==> src/rtl/mem_port_arbiter.sv <==
// Round-robin front end for a simple dual-port block RAM that writes every cycle.
// Idle writes are parked at the top address, and a sequencer zero-fills the usable range.
module mem_port_arbiter #(
   parameter int WID_MEM   = 5,
   parameter int DEPTH_MEM = 2048,
   parameter int ADDR_W    = 11
) (
   input  logic               clk_i,
   input  logic               rst_ni,
   input  logic               a_valid_i,
   input  logic               a_we_i,
   input  logic [ADDR_W-1:0]  a_addr_i,
   input  logic [WID_MEM-1:0] a_wdata_i,
   output logic               a_ready_o,
   output logic               a_err_o,
   input  logic               b_valid_i,
   input  logic               b_we_i,
   input  logic [ADDR_W-1:0]  b_addr_i,
   input  logic [WID_MEM-1:0] b_wdata_i,
   output logic               b_ready_o,
   output logic               b_err_o,
   output logic               rsp_valid_a_o,
   output logic               rsp_valid_b_o,
   output logic [WID_MEM-1:0] rsp_data_o,
   input  logic               clr_start_i,
   output logic               clr_busy_o,
   output logic               clr_done_o,
   output logic [31:0]        mem_raddr_o,
   output logic [31:0]        mem_waddr_o,
   output logic [WID_MEM-1:0] mem_din_o,
   input  logic [WID_MEM-1:0] mem_dout_i
);

   localparam logic [ADDR_W-1:0] PARK_A = ADDR_W'(DEPTH_MEM - 1);
   localparam logic [ADDR_W-1:0] LAST_A = ADDR_W'(DEPTH_MEM - 2);

   typedef enum logic {ST_ARB, ST_CLEAR} state_e;

   state_e              state_q, state_d;
   logic                rr_q, rr_d;
   logic [ADDR_W-1:0]   clr_cnt_q, clr_cnt_d;
   logic                clr_done_q, clr_done_d;
   logic [1:0]          err_q, err_d;
   logic [1:0]          rsp_q, rsp_d;

   logic                in_arb;
   logic [1:0]          req_valid, req_we, req_oor, req_rd, req_wr;
   logic [1:0]          grant_rd, grant_wr, ready;
   logic [ADDR_W-1:0]   req_addr  [2];
   logic [WID_MEM-1:0]  req_wdata [2];
   logic [ADDR_W-1:0]   raddr_n, waddr_n;
   logic [WID_MEM-1:0]  din_n;

   assign in_arb       = (state_q == ST_ARB);
   assign req_valid    = {b_valid_i, a_valid_i};
   assign req_we       = {b_we_i, a_we_i};
   assign req_addr[0]  = a_addr_i;
   assign req_addr[1]  = b_addr_i;
   assign req_wdata[0] = a_wdata_i;
   assign req_wdata[1] = b_wdata_i;

   // Index 0 is requester A, index 1 is requester B; rr_q holds the index that wins a conflict.
   genvar gi;
   generate
      for (gi = 0; gi < 2; gi++) begin : g_req
         assign req_oor[gi]  = (req_addr[gi] >= PARK_A);
         assign req_rd[gi]   = in_arb & req_valid[gi] & ~req_oor[gi] & ~req_we[gi];
         assign req_wr[gi]   = in_arb & req_valid[gi] & ~req_oor[gi] &  req_we[gi];
         assign grant_rd[gi] = req_rd[gi] & (~req_rd[1-gi] | (rr_q == 1'(gi)));
         assign grant_wr[gi] = req_wr[gi] & (~req_wr[1-gi] | (rr_q == 1'(gi)));
         // Out-of-range requests are swallowed here without touching a memory port.
         assign ready[gi]    = in_arb & (~req_valid[gi] | req_oor[gi] | grant_rd[gi] | grant_wr[gi]);
         assign err_d[gi]    = in_arb & req_valid[gi] & req_oor[gi];
         assign rsp_d[gi]    = grant_rd[gi];
      end
   endgenerate

   always_comb begin
      state_d    = state_q;
      rr_d       = rr_q;
      clr_cnt_d  = clr_cnt_q;
      clr_done_d = 1'b0;
      raddr_n    = '0;
      waddr_n    = PARK_A;
      din_n      = '0;
      case (state_q)
         ST_ARB: begin
            if ((&req_rd) | (&req_wr)) begin
               rr_d = ~rr_q;
            end
            if (grant_rd[0]) begin
               raddr_n = req_addr[0];
            end else if (grant_rd[1]) begin
               raddr_n = req_addr[1];
            end
            if (grant_wr[0]) begin
               waddr_n = req_addr[0];
               din_n   = req_wdata[0];
            end else if (grant_wr[1]) begin
               waddr_n = req_addr[1];
               din_n   = req_wdata[1];
            end
            if (clr_start_i) begin
               state_d = ST_CLEAR;
            end
         end
         ST_CLEAR: begin
            waddr_n = clr_cnt_q;
            if (clr_cnt_q == LAST_A) begin
               state_d    = ST_ARB;
               clr_cnt_d  = '0;
               clr_done_d = 1'b1;
            end else begin
               clr_cnt_d = clr_cnt_q + 1'b1;
            end
         end
         default: state_d = ST_ARB;
      endcase
   end

   always_ff @(posedge clk_i or negedge rst_ni) begin
      if (!rst_ni) begin
         state_q    <= ST_ARB;
         rr_q       <= 1'b0;
         clr_cnt_q  <= '0;
         clr_done_q <= 1'b0;
         err_q      <= '0;
         rsp_q      <= '0;
      end else begin
         state_q    <= state_d;
         rr_q       <= rr_d;
         clr_cnt_q  <= clr_cnt_d;
         clr_done_q <= clr_done_d;
         err_q      <= err_d;
         rsp_q      <= rsp_d;
      end
   end

   assign a_ready_o     = ready[0];
   assign b_ready_o     = ready[1];
   assign a_err_o       = err_q[0];
   assign b_err_o       = err_q[1];
   assign rsp_valid_a_o = rsp_q[0];
   assign rsp_valid_b_o = rsp_q[1];
   assign rsp_data_o    = mem_dout_i;
   assign clr_busy_o    = (state_q == ST_CLEAR);
   assign clr_done_o    = clr_done_q;
   assign mem_raddr_o   = 32'(raddr_n);
   assign mem_waddr_o   = 32'(waddr_n);
   assign mem_din_o     = din_n;

endmodule

==> config.mk <==
export PLATFORM = sky130hd
export DESIGN_NAME = mem_port_arbiter
export DESIGN_NICKNAME = d
export VERILOG_FILES = /design/src/rtl/mem_port_arbiter.sv
export SDC_FILE = /design/constraint.sdc
export NUM_CORES = 1
export LEC_CHECK = 0
export ABC_CLOCK_PERIOD_IN_PS = 2600
export CAP_MARGIN = 20
export CORE_MARGIN = 4
export CORE_UTILIZATION = 35
export DETAILED_ROUTE_END_ITERATION = 8
export GPL_ROUTABILITY_DRIVEN = 0
export PLACE_DENSITY = 0.82
export REMOVE_ABC_BUFFERS = 1
export SLEW_MARGIN = 20
export SYNTH_ARGS = -nofsm -noshare
export SYNTH_HDL_FRONTEND = slang
export SYNTH_SLANG_ARGS = --single-unit
==> constraint.sdc <==
create_clock -name clk_i -period 2.6 [get_ports clk_i]
set_input_delay 0.65 -clock clk_i [delete_from_list [all_inputs] [get_ports clk_i]]
set_output_delay 0.65 -clock clk_i [all_outputs]
set_load 0.1 [all_outputs]
## Word level (Yosys, flattened, before mapping)

Cells that the tools add are included.

| operators by class | value |
|---|---|
| $add $sub $neg | 1 |
| magnitude comparators | 2 |
| equal/unequal tests | 1 |
| multiplexer cells | 15 |
| bitwise operators | 39 |
| reduce and logical (&&, ||, !) cells | 3 |

Operator list:

| operator | count |
|---|---|
| $mux W11 | 6 |
| $ge A11 B11 Y1 const B | 2 |
| $pmux W11 S2 | 1 |
| $and A1 B1 Y1 | 16 |
| $mux W5 | 3 |
| $not A1 Y1 | 12 |
| $add A11 B1 Y11 const B | 1 |
| $eq A11 B11 Y1 const B | 1 |
| $or A1 B1 Y1 | 11 |
| $reduce_and A2 Y1 | 3 |
| $mux W1 | 4 |
| $pmux W1 S2 | 1 |

| word-level totals | value |
|---|---|
| register bits | 18 |
| bits of input ports | 44 |
| word-level logic and storage cells | 67 |

## Logic depth before layout (Yosys ltp)

| logic depth | value |
|---|---|
| word-level depth | 10 |
| gate-level depth with buffers | 7 |
| depth with buffers taken out | 6 |

## Least setup slack after synthesis

OpenSTA, ideal clock, no wires.

| timing | value |
|---|---|
| path type | register to output |
| start point | reg state_q (netlist: clr_busy_o) |
| end point | out mem_raddr_o[1] |
| data arrival time | 2.614 ns |
| required time | 1.950 ns |
| path slack | -0.664 ns |
| stages on the path, launching flop included | 6 |
| cells stage by stage | dfrtp_1 -> nor2b_1 -> and3b_1 -> a211oi_2 -> buf_6 -> a22o_1 |

RTL lines:

| what | RTL line | text |
|---|---|---|
| start: declaration | 39 | `state_e state_q, state_d;` |
| start signal: assignment | 130 | `state_q <= state_d;` |
| $not A1 Y1 (no source line) * | n/a |  |
| $and A1 B1 Y1 (3 in series) | 67 | `assign req_rd[gi] = in_arb & req_valid[gi] & ~req_oor[gi] & ~req_we[gi];` |
| $not A1 Y1 | 69 | `assign grant_rd[gi] = req_rd[gi] & (~req_rd[1-gi] \| (rr_q == 1'(gi)));` |
| $or A1 B1 Y1 | 69 |  |
| $and A1 B1 Y1 * | 69 |  |
| via grant_rd[0] | 48 | `logic [1:0] grant_rd, grant_wr, ready;` |
| $mux W11 * | 91 | `if (grant_rd[0]) begin` |
| $mux W11 * | 86 | `case (state_q)` |
| end: declaration | 28 | `output logic [31:0] mem_raddr_o,` |

Mark *: on every way through the listed nets, which the timed path passes. The rest lies on a longest branch.

## Worst setup path in the final report

| timing | value |
|---|---|
| start point | in b_addr_i[6] |
| end point | out mem_raddr_o[0] |

| on the way | value |
|---|---|
| longest elaborated chain between the ends | 9 |

Ends and longest elaborated chain:

| what | RTL line | text |
|---|---|---|
| start: declaration | 18 | `input logic [ADDR_W-1:0] b_addr_i,` |
| $ge A11 B11 Y1 * | 66 | `assign req_oor[gi] = (req_addr[gi] >= PARK_A);` |
| $not A1 Y1 * | 67 |  |
| $and A1 B1 Y1 * (2 in series) | 67 |  |
| $not A1 Y1 | 69 |  |
| $or A1 B1 Y1 | 69 |  |
| $and A1 B1 Y1 | 69 |  |
| $mux W11 * | 91 |  |
| $mux W11 * | 86 |  |

Every way passes the cells marked *; elsewhere a longest branch is shown, timed or not.

==> out/qor.json <==
{
  "status": {
    "status": "finished with violations",
    "violations": "negative setup slack"
  },
  "detailed_routing": {
    "first_iter_violations": 77,
    "dr_total_vias": 1806,
    "final_antenna_net_count": 0,
    "detailedRoute.firstPassIterationCount": 4,
    "drt-vias-per-instance": 4.91,
    "post-route-drc-count": 0,
    "wire_per_inst_um": 16.0,
    "drt_wl_total_um": 5890
  },
  "placement": {
    "dpl.cell_count": 360,
    "placement.cell_area_sq_um": 2880,
    "place.port_buffers": 73,
    "detailed_place_hpwl_um": 4610
  },
  "grt": {
    "grt-busiest-layer": "met2",
    "via_count_of_the_first_global_routing_pass": 1814,
    "grt_util_all_layers_pct": 18.5,
    "pin_count_of_the_biggest_net_entering_global_routing": 22,
    "grt.overflow.total": 0,
    "groute.layer.met3.usage_pct": 5.50,
    "antenna_found_initial": 0,
    "use_met1_pct": 20.0,
    "first_pass_grt_wire_length_um": 9030,
    "gr-usage-met2_pct": 35.6
  },
  "floorplan": {
    "core_area_sq_um": 4750,
    "die_area_sq_um": 6140,
    "placementRows": 25,
    "die-height_um": 78.3,
    "initial_core_util_pct": 36.4,
    "ioPinCount": 126,
    "dieWidth_um": 78.3
  },
  "setup_path": {
    "critical-path-max-stage-delay_ps": 430,
    "critical_path.startpoint": "b_addr_i[6]",
    "crit_fanout": 6,
    "critical_path.startpoint_type": "input pin",
    "worst-path-buf-inv": 3,
    "endpoint": "mem_raddr_o[0]",
    "r2r.worst_path.cells": 6,
    "cell_type_of_the_slowest_stage_on_the_worst_timing_path": "or3_4",
    "critical_path_cell_count": 7,
    "r2r_end": "clr_cnt_q[9]$_DFFE_PN0P_",
    "worst_ep_required_time_ps": 1950,
    "setup.worst_path.class": "input pin to primary output",
    "timing.critical_path.cells": "buf_6 > nand4_1 > or3_4 > a211oi_2 > buf_4 > a22o_1 > buf_12",
    "r2r_start": "clr_cnt_q[0]$_DFFE_PN0P_",
    "cp_top_family": "simple AND/OR/NAND/NOR gates",
    "setup.reg_to_reg.worst_slack_ps": 720,
    "end_kind": "primary output",
    "crit_arrival_ps": 2190
  },
  "sta": {
    "tightestPinTransition_ps": 605,
    "timing.final.hold_violations": 0,
    "rsz_0062_raised_after_global_routing": "true",
    "period_minus_slack_ps": 2840,
    "slew_violations": 0,
    "highest_clock_rate_ghz": 0.352,
    "worst_hold_slack_ps": 578,
    "timing.final.crit_share_pct": 109,
    "fin_skew_ps": 4.13,
    "setup_tns_ps": -4620,
    "finalSetupViolations": 29,
    "worst_slew_margin_rel_pct": 59.4,
    "final_critical_path_setup_slack_ps": -241
  },
  "worst_hold_path": {
    "hp-class": "flop to flop",
    "holdCritStartpoint": "clr_cnt_q[4]$_DFFE_PN0P_"
  },
  "power_and_ir_drop": {
    "cellPowerDensity_nw_per_um2": 566,
    "ir_drop_uv": 417,
    "total_power_mw": 1.73,
    "total_leakage_power_nw": 1.46
  },
  "final_layout": {
    "instances_no_fill": 368,
    "design_area_sq_um": 3060,
    "nets": 348,
    "diode_insertion_count_for_antenna_repair": 0,
    "final_cell_mix": "buf_4 (48), conb_1 (42), buf_12 (30), dfrtp_1 (18), buf_6 (15)",
    "area_growth_pct": 76.8,
    "final_layout_size_suffix_gt1_share_pct": 41.5,
    "most_common_cell_after_layout_fill_and_taps_aside": "buf_4"
  },
  "clocking": {
    "cts.hold.buffers_added": 0,
    "cts_max_path_buffers": 2,
    "cts_tree": "yes",
    "clk_root_buffer_cell": "clkbuf_8",
    "tritoncts.num_buffers": 3,
    "register_clock_pin_slew_on_the_reported_worst_setup_and_hold_paths_ps": 70,
    "numClockSinks": 18,
    "htree_levels": 1,
    "clock_insertion_delay_worst_skew_ps": 260
  },
  "synthesis": {
    "synth_area_leaders": "dfrtp_1 (26%), buf_4 (21%), a22o_1 (8.1%)",
    "synth_async_sr_flop_share_pct": 100,
    "synth.lib_cells_used.distinct": 36,
    "synth_warnings": 0,
    "post_synthesis_cell_type_with_the_largest_combined_area": "dfrtp_1",
    "post_synthesis_instance_area_sq_um": 1730,
    "syn_area_per_cell_sq_um": 8.88,
    "synth_enable_flop_cells": 0,
    "netlist.area_leader.share_pct": 26.0,
    "syn_inst": 195,
    "number_of_storage_elements_in_the_synthesis_netlist": 18,
    "ys_dominant_reg_cell": "dfrtp_1",
    "synth-seq-area-share_pct": 26.0
  },
  "run": {
    "cap_violations": 0
  }
}
[power breakdown]
group	switching, mW	leakage [nW]	internal (mW)
combinational	0.748	1.19	0.353
sequential	0.0701	0.234	0.324
clock	0.104	0.0288	0.135
total	0.922	1.46	0.811
[stage by stage]
step,worst slack (ps),util (%)
detailed placement,-712,60.5
finish,-241,64.4
global placement,-681,60.5
CTS,-209,63.0
floorplan,-1150,-
global route,-265,64.4
[registers in the layout (all words and copies together), names as in the netlist]
register	cells
rr_q	1
clr_busy_o	1
clr_done_o	1
err_q	2
clr_cnt_q	11
rsp_q	2
[cell type report]
cell class                      count  area, sq um
Inverter                            2         7.51
Clock buffer                        4         55.1
Fill cell                         360         1690
Timing Repair Buffer              117         1340
Tap cell                           67         83.8
Multi-Input combinational cell    160         1130
Sequential cell                    18          450
[Yosys cell counts, drive strengths merged (4+ instances only)]
master	instances
buf	54
dfrtp	18
a22o	16
nor2	13
nand2b	12
o221a	11
nand4	8
nand2	7
and3	6
nor3	5
xor2	5
o21ai	4
[worst min-delay path by stage]
| stage | end | slack, ps | cells past startpoint |
|---|---|---|---|
| 2_1_floorplan | clr_busy_o$_DFF_PN0_ | 350 | 0 |
| 3_3_place_gp | clr_cnt_q[4]$_DFFE_PN0P_ | 540 | 1 |
| 3_5_place_dp | clr_cnt_q[4]$_DFFE_PN0P_ | 560 | 1 |
| 4_1_cts | clr_cnt_q[4]$_DFFE_PN0P_ | 580 | 1 |
| 5_1_grt | clr_cnt_q[4]$_DFFE_PN0P_ | 620 | 1 |
| 6_report | clr_cnt_q[4]$_DFFE_PN0P_ | 580 | 1 |
[routing by layer]
layer	up-vias	share of wire, %
met3	10	8.8
met1	867	37
li1	835	-
met4	0	1.0
met2	94	54
met5	-	0
[logic make-up (layout without fill, tap and decap cells)]
logic type,count (synthesis),in the layout,share of synthesized area [%]
simple gates,62,62,19.4
buf+inv,58,123,24.1
compound gates,45,45,24.1
flops,18,18,26.0
xor+xnor,8,8,4.05
fa+ha+maj,2,2,1.44
other cells,1,42,0.217
mux,1,1,0.650
[what timing repair did]
| action | in CTS | in global routing |
|---|---|---|
| pin swaps | 21 | 7 |
| gates resized for setup | 119 | 11 |
| setup endpoints to repair | 29 | 29 |
| setup buffers | 3 | 1 |
(Power assumes the default switching activity.)
